--- src/rtl/sockit_pack.sv ---
// Width packer: gathers NW consecutive DW-bit words into one NW*DW word, LSB-first.
// Assembly and output registers form a double buffer so filling continues while output waits.
module sockit_pack #(
  parameter int DW = 8,
  parameter int NW = 4
) (
  input  logic             clk,
  input  logic             rst,
  input  logic [DW-1:0]    ffi_bus,
  input  logic             ffi_req,
  output logic             ffi_grt,
  output logic [NW*DW-1:0] ffo_bus,
  output logic             ffo_req,
  input  logic             ffo_grt
);

  localparam int CW = (NW > 1) ? $clog2(NW) : 1;
  localparam logic [CW-1:0] LAST = CW'(NW - 1);

  logic [CW-1:0]         cnt;
  logic [(NW-1)*DW-1:0]  asm;
  logic                  ffi_trn;
  logic                  ffo_trn;
  logic                  last;

  assign last    = (cnt == LAST);
  assign ffi_grt = ~last | ~ffo_req | ffo_grt;
  assign ffi_trn = ffi_req & ffi_grt;
  assign ffo_trn = ffo_req & ffo_grt;

  always_ff @(posedge clk or posedge rst) begin
    if (rst) begin
      cnt     <= '0;
      asm     <= '0;
      ffo_bus <= '0;
      ffo_req <= 1'b0;
    end else begin
      if (ffi_trn && !last) begin
        for (int k = 0; k < NW - 1; k++) begin
          if (cnt == CW'(k)) asm[k*DW +: DW] <= ffi_bus;
        end
        cnt <= cnt + 1'b1;
      end
      // a completing word wins over a drain, so back-to-back groups never bubble
      if (ffi_trn && last) begin
        ffo_bus <= {ffi_bus, asm};
        ffo_req <= 1'b1;
        cnt     <= '0;
      end else if (ffo_trn) begin
        ffo_req <= 1'b0;
      end
    end
  end

endmodule

--- config.mk ---
export PLATFORM = sky130hd
export DESIGN_NAME = sockit_pack
export DESIGN_NICKNAME = d
export VERILOG_FILES = /design/src/rtl/sockit_pack.sv
export SDC_FILE = /design/constraint.sdc
export NUM_CORES = 1
export LEC_CHECK = 0
export ABC_AREA = 1
export CORE_MARGIN = 4
export CORE_UTILIZATION = 52
export CTS_CLUSTER_SIZE = 25
export DETAILED_ROUTE_END_ITERATION = 8
export PLACE_DENSITY = 0.79
export SYNTH_ARGS = -nofsm -noshare
export SYNTH_HDL_FRONTEND = slang
export SYNTH_SLANG_ARGS = --single-unit
--- constraint.sdc ---
create_clock -name clk -period 2.2 [get_ports clk]
set_input_delay 0.44 -clock clk [delete_from_list [all_inputs] [get_ports clk]]
set_output_delay 0.44 -clock clk [all_outputs]
set_load 0.03 [all_outputs]
==> summary.txt, run 1 <==
Critical path
  • CP top delay family: flip-flops
  • CP Capture Type: output port
  • Slowest CP cell: dfrtp_1
  • Worst path required time: 1.76 ns
  • Worst path max stage delay: 0.41 ns
  • Critical Path Start: cnt[0]
  • CP bufs+invs: 1
  • CP Data Arrival Time: 1.49 ns
  • CP startpoint kind: flop
  • FF-to-FF Start: cnt[1]
  • Worst setup path class: flop to output port
  • Critical path peak fanout: 4
  • CP Cell Sequence: ha_1 > nand3_1 > dlygate4sd2_1

Routing
  • DRC Markers: 0
  • Via/cell ratio: 5.02
  • Total number of vias: 1976
  • Total Routed Length: 5200 um
  • DR WL/cell: 13.2 um
  • DRT antenna net count: 0
  • Iteration-0 DRC Markers: 129
  • First drt pass iteration count: 4

Logic synthesis
  • Syn avg cell area: 9.38 sq um
  • Cell area after synthesis: 0.00256 sq mm
  • Synth cell types: 14
  • Synthesized Nets: 289
  • Seq/Total Area, Yosys: 57.7%
  • Syn Inst Count: 273
  • Synth warnings: 0
  • Seq cells post-synth: 59

GRT
  • Vias in the first global route: 1930
  • Pin count of the biggest net entering global routing: 60
  • First-pass GRT wire length: 9280 um
  • Antenna violations before repair: 0
  • GRT Resource Usage Total: 19.3%
  • Total grt overflow: 0

CTS
  • Cts bufs inserted: 9
  • # clock sinks: 59
  • Worst-path clk slew: 0.06 ns
  • Post_cts resized: 1
  • Hold buffers post-CTS: 0
  • Worst-skew pair later-pin latency: 0.33 ns
  • Root Buffer: clkbuf_8
  • CTS tree: done
  • Post-CTS Setup Bufs: 0
  • Clk buf depth: 2
  • H-tree depth: 3

Power
  • Internal power: 3130 uW
  • Clk network pwr share: 23.5%
  • LEAKAGE: 0.00173 uW
  • Sequential share of power: 36.2%
  • Cell Pwr Density: 1540 mW/mm^2
  • Sw Pwr: 1940 uW
  • Sw frac: 38.3%
  • Combinational power share: 40.4%
  • Worst VDD drop: 0.899 mV

Floorplanning
  • Die area: 0.00611 sq mm
  • Core ar.: 0.00475 sq mm
  • Die X: 78.2 um
  • Die H: 78.2 um
  • IO Count: 46
  • Initial Utilization: 53.8%
  • # rows: 25

Final layout
  • Final nets: 338
  • Post-route cell area: 0.00330 sq mm
  • # diodes: 0
  • Area grow syn2layout: 28.7%
  • Layout cells sized above 1: 10.7%
  • Util after Layout: 69.3%
  • Non-filler instance count after layout: 394

Timing
  • Highest clock rate: 519 MHz
  • RSZ-0062 raised after global routing: no
  • Period utilization: 87.5%
  • Max-slew violations: 0
  • Final hold vios: 0
  • Worst-Margin Slew: 0.414 ns
  • Minimum clock period: 1.93 ns
  • # setup viols final: 0
  • Clk_skew: 0.00504 ns
  • Max transition margin: 72.4%
  • Setup Total Neg Slack: 0 ns

Run
  • Max_cap viols: 0

Worst hold path
  • Worst Hold Class: flop to flop
  • Critical hold path startpoint: ffo_bus[26]

Placed design
  • Port Buffers: 45
  • Dpl cells: 378
  • RePlAce Congestion: 0.802
  • Post-DP HPWL: 3460 um
  • Area after DPL: 0.00306 sq mm

Run status
  • Status: complete, no violations
[flip-flops by register name, summed over array words and instances (netlist names)]
register	count
ffo_req	1
cnt	2
ffo_bus	32
asm	24
[path summary, 6_finish.rpt]
check,to,depth (start not counted),slack (ns)
worst max-delay path,ffi_grt,3,0.27
worst min-delay path,ffo_bus[26],2,0.47
worst max register to register,ffo_bus[16],5,0.46
worst min register to register,ffo_bus[26],2,0.47
max in group asynchronous,ffo_bus[29],3,1.48
min in group asynchronous,ffo_bus[30],3,0.48
[synth_stat cells (all sizes together)]
cell type  instances  area [sq um]
nand3              3          27.5
ha                 4          50.1
buf               14           104
inv                9          33.8
nand2            148           588
nand4             32           200
nor2               4          80.1
dfrtp             59          1480
[worst reg2reg max path: stages (launching register included)]
cell and delay (ns):
dfrtp_1 0.41, ha_1 0.20, buf_4 0.39, nand3_4 0.38
nand2_1 0.18, nand2_1 0.06
[final cells by class]
| type | count | area (sq um) |
|---|---|---|
| clock buffers | 11 | 141 |
| clock inverters | 5 | 100 |
| multi-input cells | 191 | 946 |
| inverters | 9 | 33.8 |
| fillers | 375 | 1460 |
| repair buffers | 52 | 514 |
| flip-flops and latches | 59 | 1480 |
| well taps | 67 | 83.8 |
[layout by cell type, fill, tap and decap left out]
| cell type | count |
|---|---|
| inv_2 | 3 |
| buf_4 | 6 |
| clkdlybuf4s50_1 | 44 |
| bufinv_16 | 3 |
| ha_1 | 4 |
| clkinv_2 | 2 |
| dfrtp_1 | 59 |
| nand2_4 | 4 |
| nand3_4 | 1 |
| nand3_1 | 2 |
| nor2_8 | 4 |
| buf_12 | 1 |
| nand2_2 | 1 |
| dlygate4sd2_1 | 1 |
| nand4_1 | 32 |
| clkbuf_8 | 10 |
| clkbuf_1 | 1 |
| nand2_1 | 143 |
| inv_1 | 6 |
[per-stage QoR]
stage	hold WS [ns]	setup WS [ns]	power, uW
final	0.471	0.274	5070
after global routing	0.499	0.179	5390
after CTS	0.476	0.256	5110
after detailed placement	0.460	0.0446	3890
after global placement	0.457	0.0682	3840
after floorplan	0.449	0.304	3180
[metal layers]
metal	routed length, um	vias to the layer above	GRT usage (%)
met1	2390	920	25.8
met2	2430	60	30.0
li1	-	984	-
met3	243	12	3.90
met5	0	-	0
met4	133	0	10.3
[power by group through the flow]
stage	clock network, uW	logic, uW	registers, uW
global placement	0	2010	1820
global route	1250	2230	1910
CTS	1210	2070	1830
detailed placement	0	2050	1840
floorplan	0	872	2310
finish	1190	2050	1830
[kinds of logic (layout without fill, tap and decap cells)]
logic type	count (synthesis)	in the layout	synth area share, %
flip-flops	59	59	57.7
AND/OR/NAND/NOR	187	187	35.0
adder cells (fa/ha/maj)	4	4	1.96
buffers and inverters	23	77	5.38
Power figures use the tool's default switching activity.
==> run 2, diff against run 1 <==
--- a/config.mk
+++ b/config.mk
@@ -10,7 +10,8 @@
 export CORE_UTILIZATION = 52
 export CTS_CLUSTER_SIZE = 25
 export DETAILED_ROUTE_END_ITERATION = 8
-export PLACE_DENSITY = 0.79
+export GPL_ROUTABILITY_DRIVEN = 0
+export PLACE_DENSITY_LB_ADDON = 0.1
 export SYNTH_ARGS = -nofsm -noshare
 export SYNTH_HDL_FRONTEND = slang
 export SYNTH_SLANG_ARGS = --single-unit
==> run 2 against run 1 <==
First-iteration DRC count grew 32%. Maximum frequency is essentially flat. Setup slack lost 0.0014 ns. Sequential share of layout area grew 1.1 points. Cell count shrank 0.25%. Non-clock buffer count is the same. Sequential power is essentially flat. Final area shrank 2.4%. Global-route usage grew 0.81 points. Hold slack lost 0.073 ns. Highest routed layer unchanged.
==> summary.txt, run 2 (synthesis gave the netlist of run 1 again) <==
Final layout
  • Area grow syn2layout: 25.6%
  • Post-route cell area: 0.00322 sq mm (-2.4%)
  • Fillcell total: 419 (+12%)
  • Top Registers: ffo_bus (32), asm (24), cnt (2)
  • Most flops, register: ffo_bus
  • Largest register FFs: 32 (unchanged)
  • Layout cells sized above 1: 9.82% (-0.89 points)
  • Final nets: 338 (unchanged)
  • Commonest non-fill, non-tap cell in the layout: nand2_1
  • Footprint of the multi-input gates: 946 sq um (unchanged)
  • Register Area: 0.00148 sq mm (unchanged)
  • Most frequent cells in the layout: nand2_1 (143), dfrtp_1 (59), clkdlybuf4s50_1 (44)
  • # diodes: 0 (unchanged)

Critical path
  • Number of cells on the worst reg-to-reg path: 5 (unchanged)
  • Worst path max stage delay: 0.42 ns (about the same)
  • CP Data Arrival Time: 1.49 ns (about the same)
  • Slowest CP cell: dfrtp_1
  • FF-to-FF Start: cnt[0]
  • Critical path peak fanout: 4 (unchanged)
  • CP startpoint kind: flop
  • CP Capture Type: output port
  • Worst setup path class: flop to output port
  • CP Cell Sequence: ha_1 > nand3_1 > dlygate4sd2_1
  • Worst path required time: 1.76 ns (about the same)
  • Critical Path Start: cnt[0]

Floorplanning
  • Core ar.: 0.00475 sq mm (unchanged)
  • Initial Utilization: 53.8% (unchanged)
  • Die X: 78.2 um (unchanged)
  • IO Count: 46 (unchanged)
  • # rows: 25 (unchanged)
  • Die H: 78.2 um (unchanged)
  • Die area: 0.00611 sq mm (unchanged)

Routing
  • DRC Markers: 0 (unchanged)
  • DRT antenna net count: 0 (unchanged)
  • DR WL/cell: 14.0 um (+6.1%)
  • Total Routed Length: 5500 um (+5.8%)
  • Via/cell ratio: 5.11 (+1.8%)
  • First drt pass iteration count: 4 (unchanged)
  • Iteration-0 DRC Markers: 170 (+32%)
  • Total number of vias: 2007 (+1.6%)

Run status
  • Status: complete, no violations

Power
  • LEAKAGE: 0.00168 uW (-2.5%)
  • Cell Pwr Density: 1470 mW/mm^2 (-4.7%)
  • Worst VDD drop: 0.757 mV (-16%)

Placed design
  • Area after DPL: 0.00306 sq mm (unchanged)
  • Port Buffers: 45 (unchanged)
  • Post-DP HPWL: 3610 um (+4.1%)

Run
  • Max_cap viols: 0 (unchanged)

Timing
  • Max transition margin: 71.6% (-0.78 points)
  • Minimum clock period: 1.93 ns (+0.00138 ns)
  • RSZ-0062 raised after global routing: no
  • Worst-Margin Slew: 0.426 ns (+0.0117 ns)
  • Highest clock rate: 519 MHz (about the same)
  • # setup viols final: 0 (unchanged)
  • Final hold vios: 0 (unchanged)
  • Clk_skew: 0.00474 ns (-0.000292 ns)
  • Setup Total Neg Slack: 0 ns (unchanged)
  • Max-slew violations: 0 (unchanged)
  • Period utilization: 87.6% (about the same)

GRT
  • GRT Resource Usage Total: 20.2% (+0.81 points)
  • Pin count of the biggest net entering global routing: 43 (-28%)
  • Vias in the first global route: 1991 (+3.2%)
  • Total grt overflow: 0 (unchanged)
  • Antenna violations before repair: 0 (unchanged)
  • First-pass GRT wire length: 9490 um (+2.3%)

CTS
  • H-tree depth: 3 (unchanged)
  • Worst-skew pair later-pin latency: 0.33 ns (about the same)
  • Clk buf depth: 2 (unchanged)
  • CTS tree: done
  • Post-CTS Setup Bufs: 0 (unchanged)
  • # clock sinks: 59 (unchanged)
  • Cts bufs inserted: 9 (unchanged)
  • Root Buffer: clkbuf_8
  • Worst-path clk slew: 0.06 ns (about the same)

Worst hold path
  • Worst Hold Class: input port to async pin
-- run 2: power breakdown --
| group | total [uW] | switching (uW) | internal (uW) |
|---|---|---|---|
| Sequential | 1830 | 266 | 1560 |
| Clock | 825 | 393 | 432 |
| Combinational | 2060 | 1280 | 783 |
| Total | 4720 | 1940 | 2780 |
-- run 2: cell type report --
type | count | area share (%)
timing repair buffer | 52 | 16.0
tap | 67 | 2.61
multi-input combinational | 191 | 29.4
clock buffer | 13 | 4.63
clock inverter | 2 | 0.389
inverter | 9 | 1.05
sequential | 59 | 45.9
-- run 2: worst max-delay path, delay by kind of cell (launching register included) --
family	cells	cell delay, ns
fa+ha+maj	1	0.24
buf+inv	1	0.40
flops	1	0.42
simple gates	1	0.10
-- run 2: metrics by stage --
stage / instances / total power (uW) / hold slack [ns] / util, % / setup WS [ns]
global route: 393 / 5030 / 0.431 / 67.6 / 0.225
CTS: 393 / 4760 / 0.404 / 67.6 / 0.255
global placement: 378 / 3850 / 0.454 / 64.3 / 0.0674
detailed placement: 378 / 3910 / 0.458 / 64.3 / 0.0622
floorplan: 273 / 3180 / 0.449 / - / 0.304
finish: 393 / 4720 / 0.397 / 67.6 / 0.273
-- run 2: path summary, 6_finish.rpt --
path | endpoint | slack [ns]
worst max register to register | ffo_bus[17] | 0.43
min in group clk | ffo_bus[8] | 0.47
worst min-delay path | ffo_bus[11] | 0.40
max in group asynchronous | asm[23] | 1.27
worst max-delay path | ffi_grt | 0.27
worst min register to register | ffo_bus[8] | 0.47
-- run 2: what timing repair did --
| item | in CTS | in global routing |
|---|---|---|
| gates resized for setup | 1 | 0 |
| hold buffers | 0 | 0 |
| endpoints found under the hold margin | 0 | 0 |
| setup endpoints to repair | 1 | 0 |
-- run 2: routing by layer --
layer  vias to the layer above  part of all wire [%]  track usage [%]
met1                       961                    47             27.3
met4                         0                   1.5             11.7
met5                         -                     0                0
met3                         9                   4.8             3.21
met2                        63                    47             30.9
li1                        974                     -                -
==> run 3, diff against run 2 <==
--- a/config.mk
+++ b/config.mk
@@ -12,6 +12,7 @@
 export DETAILED_ROUTE_END_ITERATION = 8
 export GPL_ROUTABILITY_DRIVEN = 0
 export PLACE_DENSITY_LB_ADDON = 0.1
+export REMOVE_ABC_BUFFERS = 1
 export SYNTH_ARGS = -nofsm -noshare
 export SYNTH_HDL_FRONTEND = slang
 export SYNTH_SLANG_ARGS = --single-unit
==> run 3 against run 2 <==
Utilization up 0.11 points. Critical path type unchanged. Sequential share of layout area shrank 0.071 points. Non-clock buffer count is the same. First-iteration DRC count down 15%.
==> summary.txt, run 3 (synthesis gave the netlist of run 1 again) <==
Run status
  • Status: complete, no violations

Timing
  • Final hold vios: 0 (unchanged)
  • Worst-Margin Slew: 0.440 ns (+0.0138 ns)
  • Hold slack: 0.468 ns (+0.0701 ns)
  • Clk_skew: 0.00646 ns (+0.00171 ns)
  • Minimum clock period: 1.94 ns (+0.00888 ns)
  • # setup viols final: 0 (unchanged)
  • Highest clock rate: 517 MHz (-0.46%)
  • Max-slew violations: 0 (unchanged)
  • Fin worst setup slack: 0.264 ns (-0.00888 ns)
  • Max transition margin: 70.7% (-0.92 points)
  • RSZ-0062 raised after global routing: no
  • Period utilization: 88.0% (+0.40 points)

Worst hold path
  • Hold path depth: 2
  • Min-Delay Endpoint: ffo_bus[7]
  • Worst Hold Class: flop to flop
  • Critical hold path startpoint: ffo_bus[7]

Critical path
  • Slowest CP cell: dfrtp_1
  • CP Data Arrival Time: 1.50 ns (about the same)
  • Critical path peak fanout: 4 (unchanged)
  • Worst setup path class: flop to output port
  • Worst flop-to-flop path endpoint: ffo_bus[1]
  • Worst path required time: 1.76 ns (about the same)
  • CP Cell Sequence: ha_1 > nand3_1 > dlygate4sd2_1
  • CP top delay family: flip-flops
  • CP startpoint kind: flop
  • Worst path max stage delay: 0.43 ns (about the same)
  • FF-to-FF Start: cnt[1]
  • Worst R2R Setup Slack: 0.43 ns (about the same)
  • Number of cells on the worst reg-to-reg path: 5 (unchanged)
  • CP bufs+invs: 1 (unchanged)
  • CP Capture Type: output port

GRT
  • First-pass GRT wire length: 9420 um (-0.80%)
  • GRT Resource Usage Total: 19.9% (-0.28 points)
  • Pin count of the biggest net entering global routing: 60 (+40%)
  • Antenna violations before repair: 0 (unchanged)
  • Vias in the first global route: 2015 (+1.2%)
  • Total grt overflow: 0 (unchanged)

Routing
  • DRC Markers: 0 (unchanged)
  • Via/cell ratio: 5.11 (+0.11%)
  • Iteration-0 DRC Markers: 144 (-15%)
  • Total number of vias: 2004 (-0.15%)
  • DRT antenna net count: 0 (unchanged)
  • Total Routed Length: 5260 um (-4.4%)
  • First drt pass iteration count: 4 (unchanged)
  • DR WL/cell: 13.4 um (-4.2%)

CTS
  • Worst-skew pair later-pin latency: 0.33 ns (about the same)
  • H-tree depth: 3 (unchanged)
  • Clk buf depth: 2 (unchanged)
  • Worst-path clk slew: 0.06 ns (about the same)
  • # clock sinks: 59 (unchanged)
  • CTS tree: done
  • Post-CTS Setup Bufs: 0 (unchanged)
  • Hold buffers post-CTS: 0 (unchanged)
  • Cts bufs inserted: 9 (unchanged)
  • Root Buffer: clkbuf_8

Placed design
  • Area after DPL: 0.00306 sq mm (unchanged)
  • Pre-CTS WS: 0.0269 ns (-0.0354 ns)
  • Port Buffers: 45 (unchanged)
  • Post-DP HPWL: 3350 um (-7.0%)
  • Dpl cells: 378 (unchanged)

Power
  • Worst VDD drop: 0.773 mV (+2.1%)
  • Cell Pwr Density: 1460 mW/mm^2 (-0.44%)
  • Final Power: 4700 uW (-0.29%)
  • LEAKAGE: 0.00169 uW (+0.67%)

Final layout
  • Fillcell total: 431 (+2.9%)
  • Area grow syn2layout: 25.8%
  • # diodes: 0 (unchanged)
  • Final nets: 338 (unchanged)
  • Layout cells sized above 1: 10.5% (+0.65 points)
  • Top Registers: ffo_bus (32), asm (24), cnt (2)
  • Most frequent cells in the layout: nand2_1 (143), dfrtp_1 (59), clkdlybuf4s50_1 (44)
  • Largest register FFs: 32 (unchanged)
  • Non-filler instance count after layout: 392 (-0.25%)
  • Commonest non-fill, non-tap cell in the layout: nand2_1
  • Post-route cell area: 0.00322 sq mm (+0.16%)
  • Most flops, register: ffo_bus

Floorplanning
  • Die area: 0.00611 sq mm (unchanged)
  • Die H: 78.2 um (unchanged)
  • IO Count: 46 (unchanged)
  • Initial Utilization: 53.8% (unchanged)
  • Core ar.: 0.00475 sq mm (unchanged)
  • # rows: 25 (unchanged)
  • Die X: 78.2 um (unchanged)

Run
  • Max_cap viols: 0 (unchanged)
run 3: cell count changes in the layout (fill, tap and decap cells not counted):
cell	previous run	this run
clkinvlp_4	1	0
clkbuf_8	10	11
clkbuf_1	3	0
clkinv_2	1	3
run 3: repair_timing:
| action | CTS | global route |
|---|---|---|
| endpoints found under the setup margin | 1 | 0 |
| gates resized for setup | 1 | 0 |
| endpoints found under the hold margin | 0 | 0 |
run 3: area by class of cell:
type | instances | area, sq um | share of cell area (%)
sequential | 59 | 1480 | 45.8
multi-input combinational | 191 | 946 | 29.4
timing repair buffer | 52 | 514 | 16.0
clock buffer | 11 | 151 | 4.70
tap | 67 | 83.8 | 2.60
inverter | 9 | 33.8 | 1.05
clock inverter | 3 | 15.0 | 0.466
run 3: report_power, final:
group          leakage, uW  internal (uW)  switching, uW
clock            0.0000908            451            388
sequential        0.000748           1560            257
combinational     0.000855            783           1260
total              0.00169           2800           1900
run 3: worst max-delay path by stage:
stage               endpoint  cells past startpoint     from
finish               ffi_grt                      3   cnt[1]
global route         ffi_grt                      3   cnt[0]
CTS                  ffi_grt                      3   cnt[0]
detailed placement   ffi_grt                      4  ffo_grt
global placement     ffi_grt                      4  ffo_grt
floorplan            ffi_grt                      2   cnt[0]
run 3: worst min-delay path: stages (launching register included):
cell,delay (ns)
dfrtp_1,0.34
nand2_1,0.05
nand2_1,0.05
run 3: layer usage:
| metal | up-vias | GRT usage, % | wire [um] |
|---|---|---|---|
| li1 | 972 | - | - |
| met2 | 54 | 30.8 | 2510 |
| met4 | 0 | 9.09 | 68 |
| met5 | - | 0 | 0 |
| met1 | 972 | 26.4 | 2410 |
| met3 | 6 | 5.05 | 273 |
run 3: stage by stage:
step,utilization (%),TNS (ns)
after floorplan,-,-0.0150
after global placement,64.3,0
after detailed placement,64.3,0
after CTS,67.7,0
after global routing,67.7,0
final,67.7,0
